[src/rtl/regfile_pkg.sv]
// Shared types and constants for the register-file writeback controller.
package regfile_pkg;

  typedef enum logic {StClear, StRun} state_e;

  // Requester index, also used as the round-robin pointer value.
  typedef logic req_idx_t;
  localparam req_idx_t REQ_A = 1'b0;
  localparam req_idx_t REQ_B = 1'b1;

  localparam int unsigned DEFAULT_DEPTH = 5;
  localparam int unsigned NREGS = 2 ** DEFAULT_DEPTH;

  function automatic int unsigned num_regs(input int unsigned depth);
    return 2 ** depth;
  endfunction

endpackage

[src/rtl/rr_arb2.sv]
// Two-way round-robin arbiter; ptr_i names the last winner, which loses a tie.
module rr_arb2
  import regfile_pkg::*;
(
  input  logic [1:0] req_i,
  input  logic       en_i,
  input  req_idx_t   ptr_i,
  output logic [1:0] gnt_o,
  output req_idx_t   ptr_o
);

  always_comb begin
    gnt_o = 2'b00;
    ptr_o = ptr_i;
    if (en_i) begin
      unique case (req_i)
        2'b01:   gnt_o = 2'b01;
        2'b10:   gnt_o = 2'b10;
        2'b11:   gnt_o = (ptr_i == REQ_A) ? 2'b10 : 2'b01;
        default: gnt_o = 2'b00;
      endcase
      if (|gnt_o) ptr_o = gnt_o[REQ_B] ? REQ_B : REQ_A;
    end
  end

endmodule

[src/rtl/regfile_wb_ctrl.sv]
// Register-file write-port controller: post-reset clear, two-port writeback
// arbitration with a registered write port, and read-side bypass of that write.
module regfile_wb_ctrl
  import regfile_pkg::*;
#(
  parameter int unsigned WIDTH = 32,
  parameter int unsigned DEPTH = 5
) (
  input  logic             clk_i,
  input  logic             rst_ni,
  input  logic             a_valid_i,
  output logic             a_ready_o,
  input  logic [DEPTH-1:0] a_addr_i,
  input  logic [WIDTH-1:0] a_data_i,
  input  logic             b_valid_i,
  output logic             b_ready_o,
  input  logic [DEPTH-1:0] b_addr_i,
  input  logic [WIDTH-1:0] b_data_i,
  input  logic             stall_i,
  output logic             we_o,
  output logic [DEPTH-1:0] addwrite_o,
  output logic [WIDTH-1:0] datowrite_o,
  input  logic [DEPTH-1:0] addreadrs1_i,
  input  logic [WIDTH-1:0] rs1_rf_i,
  output logic [WIDTH-1:0] rs1_data_o,
  input  logic [DEPTH-1:0] addreadrs2_i,
  input  logic [WIDTH-1:0] rs2_rf_i,
  output logic [WIDTH-1:0] rs2_data_o,
  output logic             init_busy_o
);

  localparam logic [DEPTH-1:0] LastAddr = DEPTH'(num_regs(DEPTH) - 1);

  state_e           state_q;
  logic [DEPTH-1:0] cnt_q;
  logic             we_q;
  logic [DEPTH-1:0] addr_q;
  logic [WIDTH-1:0] data_q;
  req_idx_t         ptr_q;
  req_idx_t         ptr_d;
  logic             busy_q;

  logic [1:0]       gnt;
  logic             hs;
  logic [DEPTH-1:0] sel_addr;
  logic [WIDTH-1:0] sel_data;

  rr_arb2 u_arb (
    .req_i (({b_valid_i, a_valid_i})),
    .en_i  ((state_q == StRun) && !stall_i),
    .ptr_i (ptr_q),
    .gnt_o (gnt),
    .ptr_o (ptr_d)
  );

  assign a_ready_o = gnt[REQ_A];
  assign b_ready_o = gnt[REQ_B];
  assign hs        = |gnt;
  assign sel_addr  = gnt[REQ_B] ? b_addr_i : a_addr_i;
  assign sel_data  = gnt[REQ_B] ? b_data_i : a_data_i;

  always_ff @(posedge clk_i or negedge rst_ni) begin
    if (!rst_ni) begin
      state_q <= StClear;
      cnt_q   <= '0;
      we_q    <= 1'b0;
      addr_q  <= '0;
      data_q  <= '0;
      ptr_q   <= REQ_A;
      busy_q  <= 1'b1;
    end else begin
      unique case (state_q)
        StClear: begin
          // Leave only once the final clear write has been visible for a cycle.
          if (we_q && (addr_q == LastAddr)) begin
            state_q <= StRun;
            we_q    <= 1'b0;
            busy_q  <= 1'b0;
          end else begin
            we_q   <= 1'b1;
            addr_q <= cnt_q;
            data_q <= '0;
            cnt_q  <= cnt_q + DEPTH'(1);
          end
        end
        StRun: begin
          we_q <= hs && (sel_addr != '0);
          if (hs) ptr_q <= ptr_d;
          if (hs && (sel_addr != '0)) begin
            addr_q <= sel_addr;
            data_q <= sel_data;
          end
        end
        default: state_q <= StClear;
      endcase
    end
  end

  assign we_o        = we_q;
  assign addwrite_o  = addr_q;
  assign datowrite_o = data_q;
  assign init_busy_o = busy_q;

  assign rs1_data_o = (we_q && (addr_q == addreadrs1_i) && (addreadrs1_i != '0)) ? data_q
                                                                                 : rs1_rf_i;
  assign rs2_data_o = (we_q && (addr_q == addreadrs2_i) && (addreadrs2_i != '0)) ? data_q
                                                                                 : rs2_rf_i;

endmodule

[config.mk]
export PLATFORM = sky130hd
export DESIGN_NAME = regfile_wb_ctrl
export DESIGN_NICKNAME = d
export VERILOG_FILES = /design/src/rtl/regfile_pkg.sv /design/src/rtl/rr_arb2.sv /design/src/rtl/regfile_wb_ctrl.sv
export SDC_FILE = /design/constraint.sdc
export NUM_CORES = 1
export LEC_CHECK = 0
export CAP_MARGIN = 30
export CORE_MARGIN = 8
export CORE_UTILIZATION = 32
export CTS_BUF_LIST = sky130_fd_sc_hd__clkbuf_16
export CTS_CLUSTER_DIAMETER = 200
export DETAILED_ROUTE_END_ITERATION = 10
export GPL_TIMING_DRIVEN = 0
export PLACE_DENSITY = 0.77
export SYNTH_ARGS = -nofsm -noshare
export SYNTH_HDL_FRONTEND = slang
export SYNTH_SLANG_ARGS = --single-unit
[constraint.sdc]
create_clock -name clk_i -period 1.73 [get_ports clk_i]
set_input_delay 0.346 -clock clk_i [delete_from_list [all_inputs] [get_ports clk_i]]
set_output_delay 0.346 -clock clk_i [all_outputs]
set_load 0.03 [all_outputs]
==> impl_results.md <==
* Global-route wire length before repair at 21,300 um
* Final period util at 1.42
* Global placer's final weighted congestion at 0.865
* Main area contributors after synthesis: dfrtp_1 31%, mux2_4 27%, mux2i_1 18%, nand2_1 4.1%, buf_6 3.1%
* WL/cell at 19.8 um
* Cell accounting for the most synthesized area: dfrtp_1
* Clk root buf: clkbuf_16
* GRT busiest layer: met2
* Max Freq at 0.407 GHz
* Sink Count at 46
* CTS Buf Count at 5
* IO Count at 258
* Global-route track usage on met2 at 0.332
* Fillers at 888
* Yosys cell types at 39
* Seq/Total Area, Yosys at 0.318
* Initial drt markers at 116
* VDD IR-drop max at 0.000411 V
* Warnings from Yosys at 0
* Initial antenna violation count at 0
* Failing checks: negative setup slack
* Syn Nets at 458
* Largest net degree at the start of global routing at 26
* CP max stage delay at 0.43 ns
* Mapped Area at 0.00362 sq mm
* Slew @ Worst Pin at 0.562 ns
* Status: finished, violations left
* Post-Route WL at 14,800 um
* Final setup TNS at -44.85 ns
* Synth Area per Inst at 11.9 sq um
* Worst-path clk slew at 0.07 ns
* Fin area at 0.00723 sq mm
* Pwr dens at 747 mW/mm^2
* Final worst clock skew at 0.00770 ns
* Fin crit period at 2.46 ns
* Avg Vias per Cell at 4.76
* Pre-CTS setup slack at -1.27 ns
* Area share of the largest cell type after synthesis at 0.311
* Total number of vias at 3,550
* Port Buffers at 257
* Synth async-reset ratio at 1.00
* Final net count at 756
* Drt first pass iters at 6
* GRT Total Usage at 0.180
* Hold slack at 0.0456 ns
* Number of global-route vias before repair at 3,846
* ANT nets after route at 0
* Setup WS post-layout at -0.730 ns
* Antenna diodes at 0
* Placed instance area at 0.00643 sq mm
* Crit path max fanout at 8
* Effective utilization at floorplan at 0.323
* Synth Register Bits at 46
* Die area at 0.0150 sq mm
* WP data required at 1.38 ns
* Die Ht at 122 um
* Grt met3 use at 0.0501
* RSZ-0062 raised after global routing: true
* Layout Cells excl Fill at 746
* Inst Count DP at 705
* Worst path slowest cell: dfrtp_2
* Hpwl dp at 11,500 um
* Crit path DAT at 2.11 ns
* Max cap viols at 0
* Leakage power at 3.53 nW
* CTS hold repair buffers at 0
* Clock Latency Late Sink at 0.28 ns
* Final Hold Fails at 0
* Final setup violation count at 69
* CP Class: reg -> out
* CP Capture Type: output pin
* Met1 Use GR at 0.208
* Die X at 122 um
* Layout area overhead at 99.7%
* # rows at 39
* Max Slew Vio Count at 0
* GRT Residual Overflow at 0
* Crit-path cells: buf_4 > nor4_1 > o21ai_1 > and4_1 > buf_12 > clkbuf_16 > mux2_4 > buf_6
* Residual DRC at 0
* Post-synth top cells: 65 x mux2_4, 64 x mux2i_1, 45 x dfrtp_1
* Layout cell share with drive strength beyond 1 at 0.360
* CTS tree: done
* Clk buf depth at 2
* Crit start category: flip-flop
* Ys flop type: dfrtp_1
* Max H-tree Level at 2
* Mapped Cells at 304
* Most common cell in the netlist: mux2_4
* Post-synth EDFFs at 0
* HP Class: in -> async
* Slew margin rel. at 0.625
* Core area at 0.0112 sq mm
-- report_power, final --
group	total [W]	switching, W	internal (W)	leakage, nW
combinational	0.00261	0.00130	0.00131	2.90
clock	0.00123	0.000406	0.000823	0.0915
sequential	0.00156	0.000264	0.00130	0.538
-- critical path, delay by kind of cell (launching register included) --
kind,cells,cell delay [ns]
buf+inv,4,0.62
flops,1,0.43
simple gates,2,0.39
mux,1,0.30
compound gates,1,0.08
-- placed cells by master (no fill, tap or decap), types with 3 or more instances in the layout --
cell type,netlist,layout
a31oi_1,5,5
buf_12,0,12
buf_16,0,3
buf_2,6,3
buf_4,0,20
buf_6,10,73
buf_8,0,3
clkbuf_16,0,9
clkdlybuf4s50_1,0,132
dfrtp_1,45,39
dfrtp_2,0,6
dlygate4sd2_1,0,47
dlymetal6s2s_1,0,10
mux2_4,65,68
mux2i_1,64,64
nand2_1,40,39
nand3_1,5,5
nand4_1,3,3
nor2_1,6,6
o21ai_0,6,5
xnor2_1,6,6
xor2_1,6,6
-- repair_timing --
item,4_1_cts,5_1_grt
gates resized for setup,542,28
cloned,4,4
buffers inserted,19,12
hold endpoints to repair,0,0
pin swaps,6,11
endpoints found under the setup margin,131,109
-- path summary, 6_finish.rpt --
kind,startpoint,end,slack (ns),cells after the start
max,addwrite_o[0]$_DFFE_PN0P_,rs1_data_o[29],-0.73,8
min,rst_ni,ptr_q$_DFFE_PN0P_,0.05,1
max reg2reg,addwrite_o[2]$_DFFE_PN0P_,addwrite_o[1]$_DFFE_PN0P_,-0.04,7
min reg2reg,init_busy_o$_DFFE_PN1P_,init_busy_o$_DFFE_PN1P_,0.46,1
max in group asynchronous,rst_ni,init_busy_o$_DFFE_PN1P_,1.09,2
min in group clk_i,init_busy_o$_DFFE_PN1P_,init_busy_o$_DFFE_PN1P_,0.46,1
-- per-stage QoR --
step | total power, W | utilization
6_report | 0.00540 | 0.644
5_1_grt | 0.00566 | 0.644
4_1_cts | 0.00541 | 0.626
3_5_place_dp | 0.00410 | 0.573
3_3_place_gp | 0.00405 | 0.572
2_1_floorplan | 0.00288 | -
-- logic make-up (layout without fill, tap and decap cells) --
| kind of cell | Yosys count | in the layout | synth area share |
|---|---|---|---|
| adders and majority gates | 1 | 1 | 0.00345 |
| AOI/OAI and AO/OA | 17 | 17 | 0.0377 |
| DFF | 46 | 46 | 0.318 |
| and+or+nand+nor | 73 | 73 | 0.107 |
| muxes | 133 | 133 | 0.459 |
| xor gates and xnor gates | 12 | 12 | 0.0290 |
| buffers and inverters | 22 | 321 | 0.0460 |
-- flip-flops by register name, summed over array words and instances, names as in the netlist --
name and count:
datowrite_o 32, state_q 1, addwrite_o 5, cnt_q 5
ptr_q 1, init_busy_o 1, we_o 1
-- metal layers --
| layer | share of wire | vias up |
|---|---|---|
| met3 | 0.076 | 6 |
| met2 | 0.52 | 161 |
| li1 | - | 1695 |
| met4 | 0.0041 | 0 |
| met5 | 0 | - |
| met1 | 0.40 | 1688 |
-- cell type report --
| cell class | count | area [sq um] | share of cell area |
|---|---|---|---|
| tap | 143 | 179 | 0.0247 |
| clock buffer | 5 | 125 | 0.0173 |
| timing repair buffer | 292 | 3080 | 0.426 |
| buffer | 18 | 251 | 0.0348 |
| sequential | 46 | 1160 | 0.160 |
| clock inverter | 3 | 63.8 | 0.00882 |
| multi-input combinational | 236 | 2350 | 0.325 |
| inverter | 3 | 18.8 | 0.00260 |
No activity file was read; power rests on OpenSTA's default activity.
